==> src/rtl/mem_map_pkg.sv <==
// Shared address map, widths and FSM encoding for the CPU RAM responder.
package mem_map_pkg;
    localparam int ADDR_W    = 6;
    localparam int DATA_W    = 16;
    localparam int MEM_WORDS = 62;

    localparam logic [ADDR_W-1:0] LAST_WORD = 6'd61;
    localparam logic [ADDR_W-1:0] CYC_ADDR  = 6'h3E;
    localparam logic [ADDR_W-1:0] LED_ADDR  = 6'h3F;

    typedef enum logic {
        CLEAR = 1'b0,
        READY = 1'b1
    } state_e;
endpackage

==> src/rtl/sync_2ff.sv <==
// Two-flop synchronizer for an asynchronous multi-bit input word.
module sync_2ff #(
    parameter int WIDTH = 16
) (
    input  logic             clk,
    input  logic             rst_n,
    input  logic [WIDTH-1:0] d,
    output logic [WIDTH-1:0] q
);
    logic [WIDTH-1:0] meta_d, meta_q;
    logic [WIDTH-1:0] sync_d, sync_q;

    // Next values: shift the input one stage per clock.
    always_comb begin
        meta_d = d;
        sync_d = meta_q;
    end

    // Synchronizer stages.
    always_ff @(posedge clk or negedge rst_n) begin
        if (!rst_n) begin
            meta_q <= '0;
            sync_q <= '0;
        end else begin
            meta_q <= meta_d;
            sync_q <= sync_d;
        end
    end

    assign q = sync_q;
endmodule

==> src/rtl/ram_responder.sv <==
// CPU data-memory responder: 62-word store, cycle counter and LED register,
// registered read path and a power-up clear sequencer.
module ram_responder
    import mem_map_pkg::*;
(
    input  logic              clk_main,
    input  logic              reset,
    input  logic [ADDR_W-1:0] address_to_ram,
    input  logic [DATA_W-1:0] data_to_ram,
    input  logic              write_enable_to_ram,
    input  logic              read_enable_to_ram,
    input  logic              enable_ram_read,
    input  logic [DATA_W-1:0] switches_in,
    output logic [DATA_W-1:0] data_from_ram,
    output logic [DATA_W-1:0] leds_out,
    output logic              init_done
);
    state_e              state_d, state_q;
    logic [ADDR_W-1:0]   clr_cnt_d, clr_cnt_q;
    logic [DATA_W-1:0]   cyc_d, cyc_q;
    logic [DATA_W-1:0]   leds_d, leds_q;
    logic [DATA_W-1:0]   rdata_d, rdata_q;
    logic                init_done_d, init_done_q;
    logic [DATA_W-1:0]   mem_q [MEM_WORDS];
    logic                mem_we_s;
    logic [ADDR_W-1:0]   mem_waddr_s;
    logic [DATA_W-1:0]   mem_wdata_s;
    logic [DATA_W-1:0]   sw_sync_s;
    logic [DATA_W-1:0]   src_s;

    sync_2ff #(.WIDTH(DATA_W)) u_sw_sync (
        .clk   (clk_main),
        .rst_n (reset),
        .d     (switches_in),
        .q     (sw_sync_s)
    );

    // Addressed read source, taken from pre-edge state.
    always_comb begin
        src_s = '0;
        if (address_to_ram == CYC_ADDR) begin
            src_s = cyc_q;
        end else if (address_to_ram == LED_ADDR) begin
            src_s = leds_q;
        end else begin
            src_s = mem_q[address_to_ram];
        end
    end

    // Next-state, clear sequencing, write decode and read mux.
    always_comb begin
        state_d     = state_q;
        clr_cnt_d   = clr_cnt_q;
        cyc_d       = cyc_q + 16'd1;
        leds_d      = leds_q;
        rdata_d     = rdata_q;
        init_done_d = init_done_q;
        mem_we_s    = 1'b0;
        mem_waddr_s = address_to_ram;
        mem_wdata_s = data_to_ram;
        case (state_q)
            CLEAR: begin
                mem_we_s    = 1'b1;
                mem_waddr_s = clr_cnt_q;
                mem_wdata_s = '0;
                if (clr_cnt_q == LAST_WORD) begin
                    state_d     = READY;
                    init_done_d = 1'b1;
                end else begin
                    clr_cnt_d = clr_cnt_q + 6'd1;
                end
            end
            READY: begin
                if (write_enable_to_ram) begin
                    if (address_to_ram == LED_ADDR) begin
                        leds_d = data_to_ram;
                    end else if (address_to_ram <= LAST_WORD) begin
                        mem_we_s = 1'b1;
                    end else begin
                        mem_we_s = 1'b0;
                    end
                end else begin
                    mem_we_s = 1'b0;
                end
                // Write-first on a shared address; the counter is not writable.
                if (read_enable_to_ram) begin
                    if (enable_ram_read) begin
                        rdata_d = sw_sync_s;
                    end else if (write_enable_to_ram && (address_to_ram != CYC_ADDR)) begin
                        rdata_d = data_to_ram;
                    end else begin
                        rdata_d = src_s;
                    end
                end else begin
                    rdata_d = rdata_q;
                end
            end
            default: begin
                state_d = CLEAR;
            end
        endcase
    end

    // Control and output registers.
    always_ff @(posedge clk_main or negedge reset) begin
        if (!reset) begin
            state_q     <= CLEAR;
            clr_cnt_q   <= '0;
            cyc_q       <= '0;
            leds_q      <= '0;
            rdata_q     <= '0;
            init_done_q <= 1'b0;
        end else begin
            state_q     <= state_d;
            clr_cnt_q   <= clr_cnt_d;
            cyc_q       <= cyc_d;
            leds_q      <= leds_d;
            rdata_q     <= rdata_d;
            init_done_q <= init_done_d;
        end
    end

    // Storage array; zeroed by the clear sequence, not by reset.
    always_ff @(posedge clk_main) begin
        if (mem_we_s) begin
            mem_q[mem_waddr_s] <= mem_wdata_s;
        end
    end

    assign data_from_ram = rdata_q;
    assign leds_out      = leds_q;
    assign init_done     = init_done_q;
endmodule

==> config.mk <==
export PLATFORM = sky130hd
export DESIGN_NAME = ram_responder
export DESIGN_NICKNAME = d
export VERILOG_FILES = /design/src/rtl/mem_map_pkg.sv /design/src/rtl/sync_2ff.sv /design/src/rtl/ram_responder.sv
export SDC_FILE = /design/constraint.sdc
export NUM_CORES = 1
export LEC_CHECK = 0
export CAP_MARGIN = 30
export CORE_AREA = 2 2 184 367
export CTS_BUF_LIST = sky130_fd_sc_hd__clkbuf_4 sky130_fd_sc_hd__clkbuf_8
export DETAILED_ROUTE_END_ITERATION = 8
export DIE_AREA = 0 0 186 369
export HOLD_SLACK_MARGIN = 0.05
export PLACE_DENSITY = 0.84
export SETUP_SLACK_MARGIN = 0.02
export SYNTH_ARGS = -nofsm -noshare
export SYNTH_HDL_FRONTEND = slang
export SYNTH_HIERARCHICAL = 1
export SYNTH_SLANG_ARGS = --single-unit
==> constraint.sdc <==
create_clock -name clk_main -period 3.3 [get_ports clk_main]
set_input_delay 0.825 -clock clk_main [delete_from_list [all_inputs] [get_ports clk_main]]
set_output_delay 0.825 -clock clk_main [all_outputs]
set_load 0.01 [all_outputs]
==> flow_summary.ini <==
[run_status]
status = finished, final reports clean

[detailed_routing]
dr.pass1.iters = 6
drc_errors = 0
drt_iter0_drc = 2605
postRouteAntennaNets = 0
drt-total-wl_um = 113000
vias_per_cell = 6.60
num_vias = 22900
routedWlPerCell_um = 32.5

[setup_path]
worst_setup_path_end_kind = flop
start_kind = input pin
rrSetupSlack_ns = 0.46
path_class = input pin to flop
cp.required_ns = 4.05
crit_fanout = 9
cp.arrival_ns = 4.00

[logic_synthesis]
synthXorXnorAreaFrac_pct = 0.397
synth_compound_area_share_pct = 4.42
synth_cell_type_count = 61
synth_top_family_by_area = multiplexers
ys_async_sr_fraction_pct = 8.15
ys_seq_area_share_pct = 76.4
synth-seq-cells = 1080
ys.flop_type = edfxtp_1
synthMuxAreaShare_pct = 13.6
synth_fa_ha_area_share_pct = 0.0896
syn-cell-area_um2 = 41900
syn_inst = 2095
ys_top_cells_by_area = edfxtp_1, mux4_2, dfrtp_1
synth_edf_count = 992
yosysTopAreaCell = edfxtp_1
yosysWarnings = 6
syn_nets = 2141
synth-simple-area-share_pct = 3.33
avgSynthCellArea_um2 = 20.0
synth_top_area_share_pct = 71.1

[global_routing]
grt_overflow_total = 0
antenna_found_initial = 8
grt_max_degree = 63
grt_pass1_wl_um = 162000
track_usage_pct = 34.2
grt_pass1_vias = 23600

[clock_network]
clock_path_buffers = 3
clock-root-buffer = clkbuf_8
cts_tree = built
clock-sinks = 1080
clk_pin_slew_ns = 0.07
numCtsBuffers = 141
clk-insertion-delay-late_ns = 0.82
h-tree-depth = 4

[finish]
fin_area_um2 = 49100
fin_cells = 3472
layout.nets = 2526
drive_above_1_share_pct = 30.0
area_growth_pct = 17.2
final_common_cell = edfxtp_1
layout_common_cells = edfxtp_1, mux4_2, buf_4, clkbuf_8, mux2i_1

[power]
irDropWorstVdd_v = 0.000378
comb_power_share_pct = 3.5
total_leakage_power_nw = 14.2
switching_power_mw = 5.41
clkPwrFrac_pct = 38.7
pwr-share-seq_pct = 57.8
power_mw = 25.5
p_per_area_nw_per_um2 = 520
intPower_mw = 20.1
switching_share_pct = 21.2

[floorplanning]
initial_core_util_pct = 63.7
num_io_pins = 76
die_y_um = 369
die_w_um = 186
num_rows = 133
die_area_um2 = 68600
coreArea_um2 = 65700

[sta]
rsz0062_at_grt = false
setup_violations = 0
finClkSkew_ns = 0.0442
fmax_mhz = 308
post-route-period-util_pct = 98.4
fin_crit_ns = 3.25
worstMarginPinSlew_ns = 1.21
final_hold_viol_count = 0
slew_headroom_pct = 19.4
slew_violations = 0

[hold_path]
hold_path.class = flop to flop

[placement]
finalWeightedCongestion = 1.00
dp_hpwl_um = 75600
place_inst = 3210
port_buffers = 75
place_area_um2 = 46200

[job]
maxCapViolCount = 0
final timing paths:
kind	from	to	cells after the start
worst max-delay path	address_to_ram[3]	data_from_ram[12]$_DFFE_PN0P_	9
worst min-delay path	u_sw_sync/meta_q[10]$_DFF_PN0_	u_sw_sync/q[10]$_DFF_PN0_	0
worst max register to register	state_q$_DFF_PN0_	mem_q[17][15]$_DFFE_PP_	5
worst min register to register	u_sw_sync/meta_q[10]$_DFF_PN0_	u_sw_sync/q[10]$_DFF_PN0_	0
max in group asynchronous	reset	data_from_ram[15]$_DFFE_PN0P_	3
min in group asynchronous	reset	data_from_ram[11]$_DFFE_PN0P_	2
worst max-delay path, stage by stage:
cell and delay, ns:
clkdlybuf4s50_1 0.53, buf_4 0.24, buf_4 0.15, and4b_1 0.30, buf_4 0.24, a221oi_1 0.78
o21ai_0 0.20, a211oi_1 0.54, o31a_1 0.19
state kept, by name, summed over array words and instances (netlist names):
register,count
u_sw_sync/meta_q,16
clr_cnt_q,6
init_done,1
cyc_q,16
u_sw_sync/q,16
mem_q,992
data_from_ram,16
state_q,1
leds_out,16
through the flow:
| step | hold slack [ns] | setup TNS (ns) | util (%) | setup slack (ns) |
|---|---|---|---|---|
| 3_3_place_gp | 0.332 | -27.15 | 70.3 | -0.622 |
| 6_report | 0.349 | 0 | 74.6 | 0.0544 |
| 2_1_floorplan | 0.331 | -5.16 | - | -0.161 |
| 5_1_grt | 0.356 | 0 | 74.6 | 0.0977 |
| 3_5_place_dp | 0.335 | -40.76 | 70.3 | -0.613 |
| 4_1_cts | 0.350 | 0 | 74.6 | 0.270 |
cells in the mapped netlist, types with 3 or more instances:
master and n:
xnor2_1 10, buf_1 8, ha_1 3, o22ai_1 18
o211ai_1 8, and4b_1 4, nor3b_1 16, o31ai_1 6
nand3_1 25, buf_2 33, buf_8 4, a211o_1 10
mux4_2 200, nand2_1 59, and4_1 7, mux2i_1 97
a22oi_1 43, o21ai_0 47, mux2_2 21, buf_4 18
edfxtp_1 992, a21oi_1 54, buf_6 12, a221oi_1 19
o31a_1 13, o221ai_1 16, or3_1 3, a211oi_1 14
nand4_1 6, and3_1 18, nor3_1 7, nor2_1 101
inv_1 9, a31oi_1 4, clkbuf_1 38, dfrtp_1 88
xor2_1 9, a41oi_1 7, and2_1 19
logic make-up after synthesis:
kind of cell / after synthesis
multiplexers: 318
XOR/XNOR: 19
flip-flops: 1080
AO/OA/AOI/OAI: 271
AND/OR/NAND/NOR: 280
buffers and inverters: 124
adder cells (fa/ha/maj): 3
what timing repair did:
| item | CTS | global route |
|---|---|---|
| hold buffers | 1 | 0 |
| resized for setup | 0 | 0 |
| setup buffers | 0 | 0 |
| endpoints found under the hold margin | 35 | 0 |
final cells by class:
cell class	instances	area, um2
repair buffers	356	3890
multi-input cells	891	9240
inverters	10	37.5
diodes	2	5.00
flip-flops and latches	1080	32000
clock inverters	62	439
fillers	3548	16700
well taps	877	1100
clock buffers	194	2360
power by group through the flow:
| stage | clock network (mW) | logic, mW | registers (mW) |
|---|---|---|---|
| after detailed placement | 0 | 0.878 | 15.0 |
| after global routing | 10.5 | 0.925 | 14.7 |
| final | 9.87 | 0.900 | 14.8 |
| after CTS | 9.98 | 0.883 | 14.8 |
| after floorplan | 0 | 0.449 | 15.0 |
| after global placement | 0 | 0.869 | 15.0 |
per-layer routing:
| metal | GRT usage [%] | up-vias | share of wire [%] |
|---|---|---|---|
| li1 | - | 9400 | - |
| met1 | 39.4 | 11800 | 32 |
| met2 | 56.3 | 1385 | 51 |
| met3 | 6.74 | 364 | 8.3 |
| met4 | 25.6 | 4 | 8.9 |
| met5 | 0 | - | 0.027 |
Power figures use the tool's default switching activity.
